--- src/rtl/arcade_input_mapper.sv ---
// arcade_input_mapper
//   Player-input front end for arcade cores. Turns hps_io PS/2 key events into
//   held-key latches, merges them with the two joysticks, applies the
//   screen-rotation remap, per-player autofire and coin-pulse stretching.
//   All outputs are registered.
// Ports
//   clk_sys, reset            clock, synchronous active-high reset
//   ps2_key[64:0]             hps_io key bus ([64] toggle, [63:24] long code, [23:0] scan bytes)
//   joystick_0/1[15:0]        [0]R [1]L [2]D [3]U [4]fire [5]bomb [6]start [7]coin
//   vblank                    autofire timebase
//   rotate                    1 = rotate directions for a horizontal display
//   autofire_en[1:0]          per-player autofire enable
//   p1_ctrl/p2_ctrl[5:0]      {bomb,fire,right,left,down,up}
//   start1, start2, coin      start buttons and stretched coin
module arcade_input_mapper #(
    parameter int          NPLAYERS        = 1,
    parameter int          AUTOFIRE_FRAMES = 2,
    parameter logic [15:0] COIN_PULSE      = 16'd40000
) (
    input  logic        clk_sys,
    input  logic        reset,
    input  logic [64:0] ps2_key,
    input  logic [15:0] joystick_0,
    input  logic [15:0] joystick_1,
    input  logic        vblank,
    input  logic        rotate,
    input  logic [1:0]  autofire_en,
    output logic [5:0]  p1_ctrl,
    output logic [5:0]  p2_ctrl,
    output logic        start1,
    output logic        start2,
    output logic        coin
);

    localparam logic [3:0] AF_LAST = 4'(AUTOFIRE_FRAMES - 1);

    // Joystick bits reordered into the {bomb,fire,right,left,down,up} layout.
    function automatic logic [5:0] jmap(input logic [15:0] j);
        return {j[5], j[4], j[0], j[1], j[2], j[3]};
    endfunction

    // Rotated: up<-left, down<-right, left<-down, right<-up.
    function automatic logic [5:0] rot(input logic [5:0] r, input logic en);
        return en ? {r[5], r[4], r[0], r[1], r[3], r[2]} : r;
    endfunction

    logic       toggle_q;
    logic [5:0] k1_q, k1_d, k2_q, k2_d;
    logic       ks1_q, ks1_d, ks2_q, ks2_d, kcoin_q, kcoin_d;
    logic       vblank_q;
    logic [1:0][3:0] afcnt_q, afcnt_d;
    logic [1:0] phase_q, phase_d, fire_raw_q, fire_raw, fire_out;
    logic       coin_raw, coin_raw_q;
    logic [15:0] ccnt_q, ccnt_d;
    logic [5:0] raw1, raw2, out1, out2;
    logic       key_evt, pressed, ext;
    logic [7:0] code;

    logic unused_ok;
    assign unused_ok = ^{joystick_0[15:8], joystick_1[15:8]};

    // Key decode: break prefix F0 in byte 1, E0 sits in byte 1 (make) or byte 2 (break).
    always_comb begin
        key_evt = (ps2_key[64] != toggle_q) && (ps2_key[63:24] == 40'd0);
        pressed = ps2_key[15:8] != 8'hF0;
        ext     = pressed ? (ps2_key[15:8] == 8'hE0) : (ps2_key[23:16] == 8'hE0);
        code    = ps2_key[7:0];
        k1_d    = k1_q;
        k2_d    = k2_q;
        ks1_d   = ks1_q;
        ks2_d   = ks2_q;
        kcoin_d = kcoin_q;
        if (key_evt) begin
            case (code)
                8'h75: k1_d[0] = pressed;
                8'h72: k1_d[1] = pressed;
                8'h6B: k1_d[2] = pressed;
                8'h74: k1_d[3] = pressed;
                8'h14: k1_d[5] = pressed;
                8'h29: if (!ext) k1_d[4] = pressed;
                8'h2D: if (!ext) k2_d[0] = pressed;
                8'h2B: if (!ext) k2_d[1] = pressed;
                8'h23: if (!ext) k2_d[2] = pressed;
                8'h34: if (!ext) k2_d[3] = pressed;
                8'h1C: if (!ext) k2_d[4] = pressed;
                8'h1B: if (!ext) k2_d[5] = pressed;
                8'h05: if (!ext) ks1_d   = pressed;
                8'h06: if (!ext) ks2_d   = pressed;
                8'h04: if (!ext) kcoin_d = pressed;
                default: ;
            endcase
        end
    end

    // Merge keys with joysticks; single-player mode folds the P2 set into P1.
    always_comb begin
        raw1 = k1_q | jmap(joystick_0);
        raw2 = k2_q | jmap(joystick_1);
        if (NPLAYERS == 1) begin
            raw1 = raw1 | raw2;
            raw2 = 6'd0;
        end
        coin_raw = kcoin_q | joystick_0[7] | joystick_1[7];
        fire_raw = {raw2[4], raw1[4]};
    end

    // Autofire: phase toggles every AUTOFIRE_FRAMES vblank edges; a fresh
    // press restarts the cycle with phase=1 so the first shot is immediate.
    // The output uses the next phase so the press itself fires this cycle.
    always_comb begin
        for (int p = 0; p < 2; p++) begin
            afcnt_d[p] = afcnt_q[p];
            phase_d[p] = phase_q[p];
            if (fire_raw[p] && !fire_raw_q[p]) begin
                afcnt_d[p] = 4'd0;
                phase_d[p] = 1'b1;
            end else if (vblank && !vblank_q) begin
                if (afcnt_q[p] == AF_LAST) begin
                    afcnt_d[p] = 4'd0;
                    phase_d[p] = ~phase_q[p];
                end else begin
                    afcnt_d[p] = afcnt_q[p] + 4'd1;
                end
            end
            fire_out[p] = autofire_en[p] ? (fire_raw[p] & phase_d[p]) : fire_raw[p];
        end
        out1    = rot(raw1, rotate);
        out2    = rot(raw2, rotate);
        out1[4] = fire_out[0];
        out2[4] = fire_out[1];
    end

    // Coin stretch: each rising edge (re)loads the counter.
    always_comb begin
        ccnt_d = ccnt_q;
        if (coin_raw && !coin_raw_q) ccnt_d = COIN_PULSE;
        else if (ccnt_q != 16'd0)    ccnt_d = ccnt_q - 16'd1;
    end

    always_ff @(posedge clk_sys) begin
        if (reset) begin
            toggle_q   <= 1'b0;
            k1_q       <= '0;
            k2_q       <= '0;
            ks1_q      <= 1'b0;
            ks2_q      <= 1'b0;
            kcoin_q    <= 1'b0;
            vblank_q   <= 1'b0;
            afcnt_q    <= '0;
            phase_q    <= '0;
            fire_raw_q <= '0;
            coin_raw_q <= 1'b0;
            ccnt_q     <= '0;
            p1_ctrl    <= '0;
            p2_ctrl    <= '0;
            start1     <= 1'b0;
            start2     <= 1'b0;
            coin       <= 1'b0;
        end else begin
            toggle_q   <= ps2_key[64];
            k1_q       <= k1_d;
            k2_q       <= k2_d;
            ks1_q      <= ks1_d;
            ks2_q      <= ks2_d;
            kcoin_q    <= kcoin_d;
            vblank_q   <= vblank;
            afcnt_q    <= afcnt_d;
            phase_q    <= phase_d;
            fire_raw_q <= fire_raw;
            coin_raw_q <= coin_raw;
            ccnt_q     <= ccnt_d;
            p1_ctrl    <= out1;
            p2_ctrl    <= out2;
            start1     <= ks1_q | joystick_0[6];
            start2     <= ks2_q | joystick_1[6];
            coin       <= (ccnt_d != 16'd0) | coin_raw;
        end
    end

endmodule
--- config.mk ---
export PLATFORM = sky130hd
export DESIGN_NAME = arcade_input_mapper
export DESIGN_NICKNAME = d
export VERILOG_FILES = /design/src/rtl/arcade_input_mapper.sv
export SDC_FILE = /design/constraint.sdc
export NUM_CORES = 1
export LEC_CHECK = 0
export CAP_MARGIN = 30
export CORE_UTILIZATION = 25
export CTS_CLUSTER_DIAMETER = 200
export DETAILED_ROUTE_END_ITERATION = 10
export PLACE_DENSITY_LB_ADDON = 0.25
export REMOVE_ABC_BUFFERS = 1
export SETUP_SLACK_MARGIN = 0.05
export SLEW_MARGIN = 20
export SYNTH_ARGS = -nofsm -noshare
export SYNTH_HDL_FRONTEND = slang
export SYNTH_SLANG_ARGS = --single-unit
--- constraint.sdc ---
create_clock -name clk_sys -period 5.3 [get_ports clk_sys]
set_clock_uncertainty 0.05 [all_clocks]
set_input_delay 1.06 -clock clk_sys [delete_from_list [all_inputs] [get_ports clk_sys]]
set_output_delay 1.06 -clock clk_sys [all_outputs]
set_load 0.1 [all_outputs]
# After elaboration in Yosys (flattened, before gate mapping)
# Index checks and enable logic that the tools add are counted.
totals:
  regBits: 49
  input_bits: 103
  output_inout_bits: 15
  elab_cells: 94
classes:
  n_addsub: 2
  n_eq_ne: 20
  mux: 9
  bitwise_logic: 11
  n_reduce_logical: 26
op_table:
  columns: ["cell", "n"]
  rows:
  - ["8-bit by 6-bit == test with 1-bit output (second input constant)", 5]
  - ["40-bit zero test", 1]
  - ["8-bit by 7-bit == test with 1-bit output (second input constant)", 4]
  - ["16-bit two-way mux", 2]
  - ["16-bit nonzero test", 2]
  - ["3-bit AND reduction", 10]
  - ["8-bit by 3-bit == test with 1-bit output (second input constant)", 3]
  - ["8-bit by 5-bit == test with 1-bit output (second input constant)", 3]
  - ["6-bit OR", 3]
  - ["8-bit == test (second input constant)", 2]
  - ["16-bit by 1-bit subtractor with 16-bit output (second input constant)", 1]
  - ["2-bit AND reduction", 5]
  - ["4-bit two-way mux", 2]
  - ["8-bit != test (second input constant)", 1]
  - ["1-bit two-way mux", 5]
  - ["1-bit OR", 5]
  - ["4-bit by 1-bit adder with 4-bit output (second input constant)", 1]
  - ["4-bit by 1-bit == test with 1-bit output (second input constant)", 1]
  - ["1-bit logical AND", 4]
  - ["1-bit zero test", 3]
  - ["1-bit NOT", 2]
  - ["2-bit OR reduction", 1]
  - ["1-bit AND", 1]
  - ["1-bit != test", 1]

# Depth between registers and ports, before layout
depth:
  ltp_word: 6
  depth_mapped: 9
  ltp_nobuf: 8

# Least setup slack after synthesis
# OpenSTA, ideal clock, no wires.
synth_timing:
  kind: "input port to flip-flop"
  startpoint: "in ps2_key[44]"
  endpoint: "reg k1_q[4]"
  setup_ns: 0.128
  arrival_ns: 2.505
  t_required_ns: 5.122
  path_slack_ns: 2.618
  cell_stages: 7
  path_buffers: 1
  path_cell_list: "nor4_1 nand4_1 nor3_1 clkbuf_1 nand4_1 mux2i_1 nor2_1"
synth_between:
  elab_chain_len: 3
synth_rtl:
  columns: ["item", "line", "source"]
  rows:
  - ["start: declaration", "22", "input logic [64:0] ps2_key,"]
  - ["40-bit zero test", "64", "key_evt = (ps2_key[64] != toggle_q) && (ps2_key[63:24] == 40'd0);"]
  - ["1-bit logical AND", "64", null]
  - ["3-bit AND reduction (no source line)", null, null]
  - ["end signal: assignment", "161", "k1_q <= k1_d;"]
  - ["end: declaration", "48", "logic [5:0] k1_q, k1_d, k2_q, k2_d;"]
# No other way between the ends.
# A chain may end at the register's enable or synchronous reset.

# Worst setup path in the final report
layout_timing:
  startpoint: "reg p1_ctrl[4]"
  endpoint: "out p1_ctrl[4]"
layout_rtl:
  columns: ["item", "line", "source"]
  rows:
  - ["start: declaration", "28", "output logic [5:0] p1_ctrl,"]
  - ["start signal: assignment", "172", "p1_ctrl <= out1;"]
# No word-level cell between the ends.

==> results.sh <==
export IMPL_std_cell_rows=37
export IMPL_tritoncts="yes"
export IMPL_ff2ff_setup_slack_ns=2.45
export IMPL_slowest_stage="clkdlybuf4s50_1"
export IMPL_antenna_left=0
export IMPL_nets=504
export IMPL_path_buf_inv=1
export IMPL_cts_resized_gates=0
export IMPL_io_pins=118
export IMPL_fmax_ghz=0.347
export IMPL_whs_ns=0.417
export IMPL_leakagePower_nw=1.42
export IMPL_hp_class="flop to flop"
export IMPL_finalCritPeriodShare_pct=54.3
export IMPL_power_density_nw_per_um2=264
export IMPL_synth_edf_count=0
export IMPL_clkTransAtPathRegs_ns=0.10
export IMPL_instances_no_fill=536
export IMPL_setup_violations=0
export IMPL_wl_per_cell_microns=13.5
export IMPL_first_pass_iters=4
export IMPL_timing_rr_start="ccnt_q[0]"
export IMPL_maxCapViolCount=0
export IMPL_setup_tns_ns=0
export IMPL_dp_final_hpwl_microns=5660
export IMPL_diodes=0
export IMPL_cts_buffer_depth=2
export IMPL_initial_core_util_pct=25.7
export IMPL_drv_slew=0
export IMPL_synth_most_common_cell="nor2_1"
export IMPL_drt_wl_total_microns=7250
export IMPL_holdCritStartpoint="fire_raw_q[0]"
export IMPL_synth_seq_area_share_pct=37.4
export IMPL_drc=0
export IMPL_root_buffer="clkbuf_8"
export IMPL_startpoint="p1_ctrl[4]"
export IMPL_final_area_sq_um=3750
export IMPL_syn_inst=312
export IMPL_vias=2533
export IMPL_place_congestion=0.816
export IMPL_portBuffers=94
export IMPL_drive_gt1_share_pct=5.25
export IMPL_cts_hold_buf=0
export IMPL_rsz0062_at_grt="no"
export IMPL_worstSkewPairLatency_ns=0.32
export IMPL_path_depth=1
export IMPL_irDropWorstVdd_uv=106
export IMPL_grt_start_max_net_pins=26
export IMPL_numCtsBuffers=5
export IMPL_min_delay_path_depth=1
export IMPL_ys_types=50
export IMPL_core_area_sq_um=10200
export IMPL_syn2layout_area_growth_pct=42.7
export IMPL_antenna_found_initial=0
export IMPL_post_cts_buffers=0
export IMPL_grt_overflow=0
export IMPL_ys_warn_count=0
export IMPL_start_kind="flop"
export IMPL_vias_per_cell=4.73
export IMPL_critPathRequiredTime_ns=4.19
export IMPL_path_cells="clkdlybuf4s50_1"
export IMPL_path_max_fanout=1
export IMPL_synth_top_cells_by_area="dfxtp_1, nor2_1, mux2i_1"
export IMPL_ys_flop_type="dfxtp_1"
export IMPL_endpoint_kind="output pin"
export IMPL_critPathArrivalTime_ns=1.77
export IMPL_grt_pass1_vias=2574
export IMPL_placed_cell_area_sq_um=3650
export IMPL_yosys_top_cells_count="nor2_1, dfxtp_1, nand4_1"
export IMPL_async_flop_share_pct=0
export IMPL_fillers=1049
export IMPL_r2r_cells=8
export IMPL_die_x_microns=104
export IMPL_max_slew_margin_pct=34.7
export IMPL_crit_family="buffers and inverters"
export IMPL_syn_avg_cell_area_sq_um=8.41
export IMPL_die_y_microns=104
export IMPL_critPathKind="flop to output pin"
export IMPL_finalHoldViolCount=0
export IMPL_synth_largest_area_cell="dfxtp_1"
export IMPL_dp_cells=528
export IMPL_ys_ff_latch=49
export IMPL_grt_usage_pct=14.1
export IMPL_worst_pin_slew_ns=0.977
export IMPL_htreeDepth=2
export IMPL_critPathMaxStageDelay_ns=1.13
export IMPL_status="completed"
export IMPL_cts_num_sinks=49
export IMPL_grt_pass1_wl_microns=12600
export IMPL_die_area_sq_um=10900
export IMPL_synth_top_area_share_pct=37.4
export IMPL_fin_crit_ns=2.88
export IMPL_drt_iter0_markers=118
export IMPL_syn_area_sq_um=2630
==> logic make-up (layout without fill, tap and decap cells) <==
family                     after synthesis  after routing  synth area share (%)
and+or+nand+nor                        171            171                  37.1
DFF                                     49             49                  37.4
AOI/OAI and AO/OA                       32             32                  8.06
buffers and inverters                   26            109                  5.20
muxes                                   17             17                  6.48
xor gates and xnor gates                14             14                  4.67
adders and majority gates                2              2                 0.953
other                                    1              6                 0.143
==> through the flow <==
stage | worst slack, ns | utilization [%] | power, mW
2_1_floorplan | 2.42 | - | 0.637
3_3_place_gp | 2.26 | 35.7 | 0.753
3_5_place_dp | 2.24 | 35.7 | 0.757
4_1_cts | 2.40 | 36.6 | 0.995
5_1_grt | 2.18 | 36.6 | 1.05
6_report | 2.42 | 36.6 | 0.987
==> area by class of cell <==
cell class	instances	area, sq um	share of cell area [%]
multi-input cells	242	1530	40.7
flip-flops and latches	49	981	26.2
repair buffers	96	956	25.5
well taps	136	170	4.54
clock buffers	5	68.8	1.84
clock inverters	3	25.0	0.668
inverters	5	18.8	0.501
==> placed cells by master (no fill, tap or decap), types with 7 or more instances in the layout <==
cell	n
nand4_1	19
clkdlybuf4s50_1	94
mux2i_1	17
a21oi_1	10
nand2_1	10
nor2_1	57
xnor2_1	7
nor2b_1	8
nor3_1	10
xor2_1	7
or4_1	7
dfxtp_1	49
nor4_1	16
==> worst paths after layout <==
check / endpoint
setup / recovery: p1_ctrl[4]
hold / removal: p1_ctrl[4]
setup reg to reg: coin
hold reg to reg: p1_ctrl[4]
==> power breakdown <==
group | internal, mW | switching [mW]
Combinational | 0.151 | 0.176
Sequential | 0.392 | 0.0320
Clock | 0.0955 | 0.141
Total | 0.638 | 0.349
==> flip-flops by register name, indices dropped and copies added, names as in the netlist, 4 cells and up <==
| signal | cells |
|---|---|
| ccnt_q | 16 |
| k1_q | 6 |
| p1_ctrl | 6 |
| k2_q | 6 |
| afcnt_q | 4 |
==> layer usage <==
layer | track usage (%) | vias up | wire (microns)
met3 | 2.57 | 5 | 178
met1 | 17.2 | 1195 | 3290
met4 | 3.78 | 0 | 52
li1 | - | 1302 | -
met2 | 25.3 | 31 | 3730
met5 | 0 | - | 0
Power figures use the tool's default switching activity.
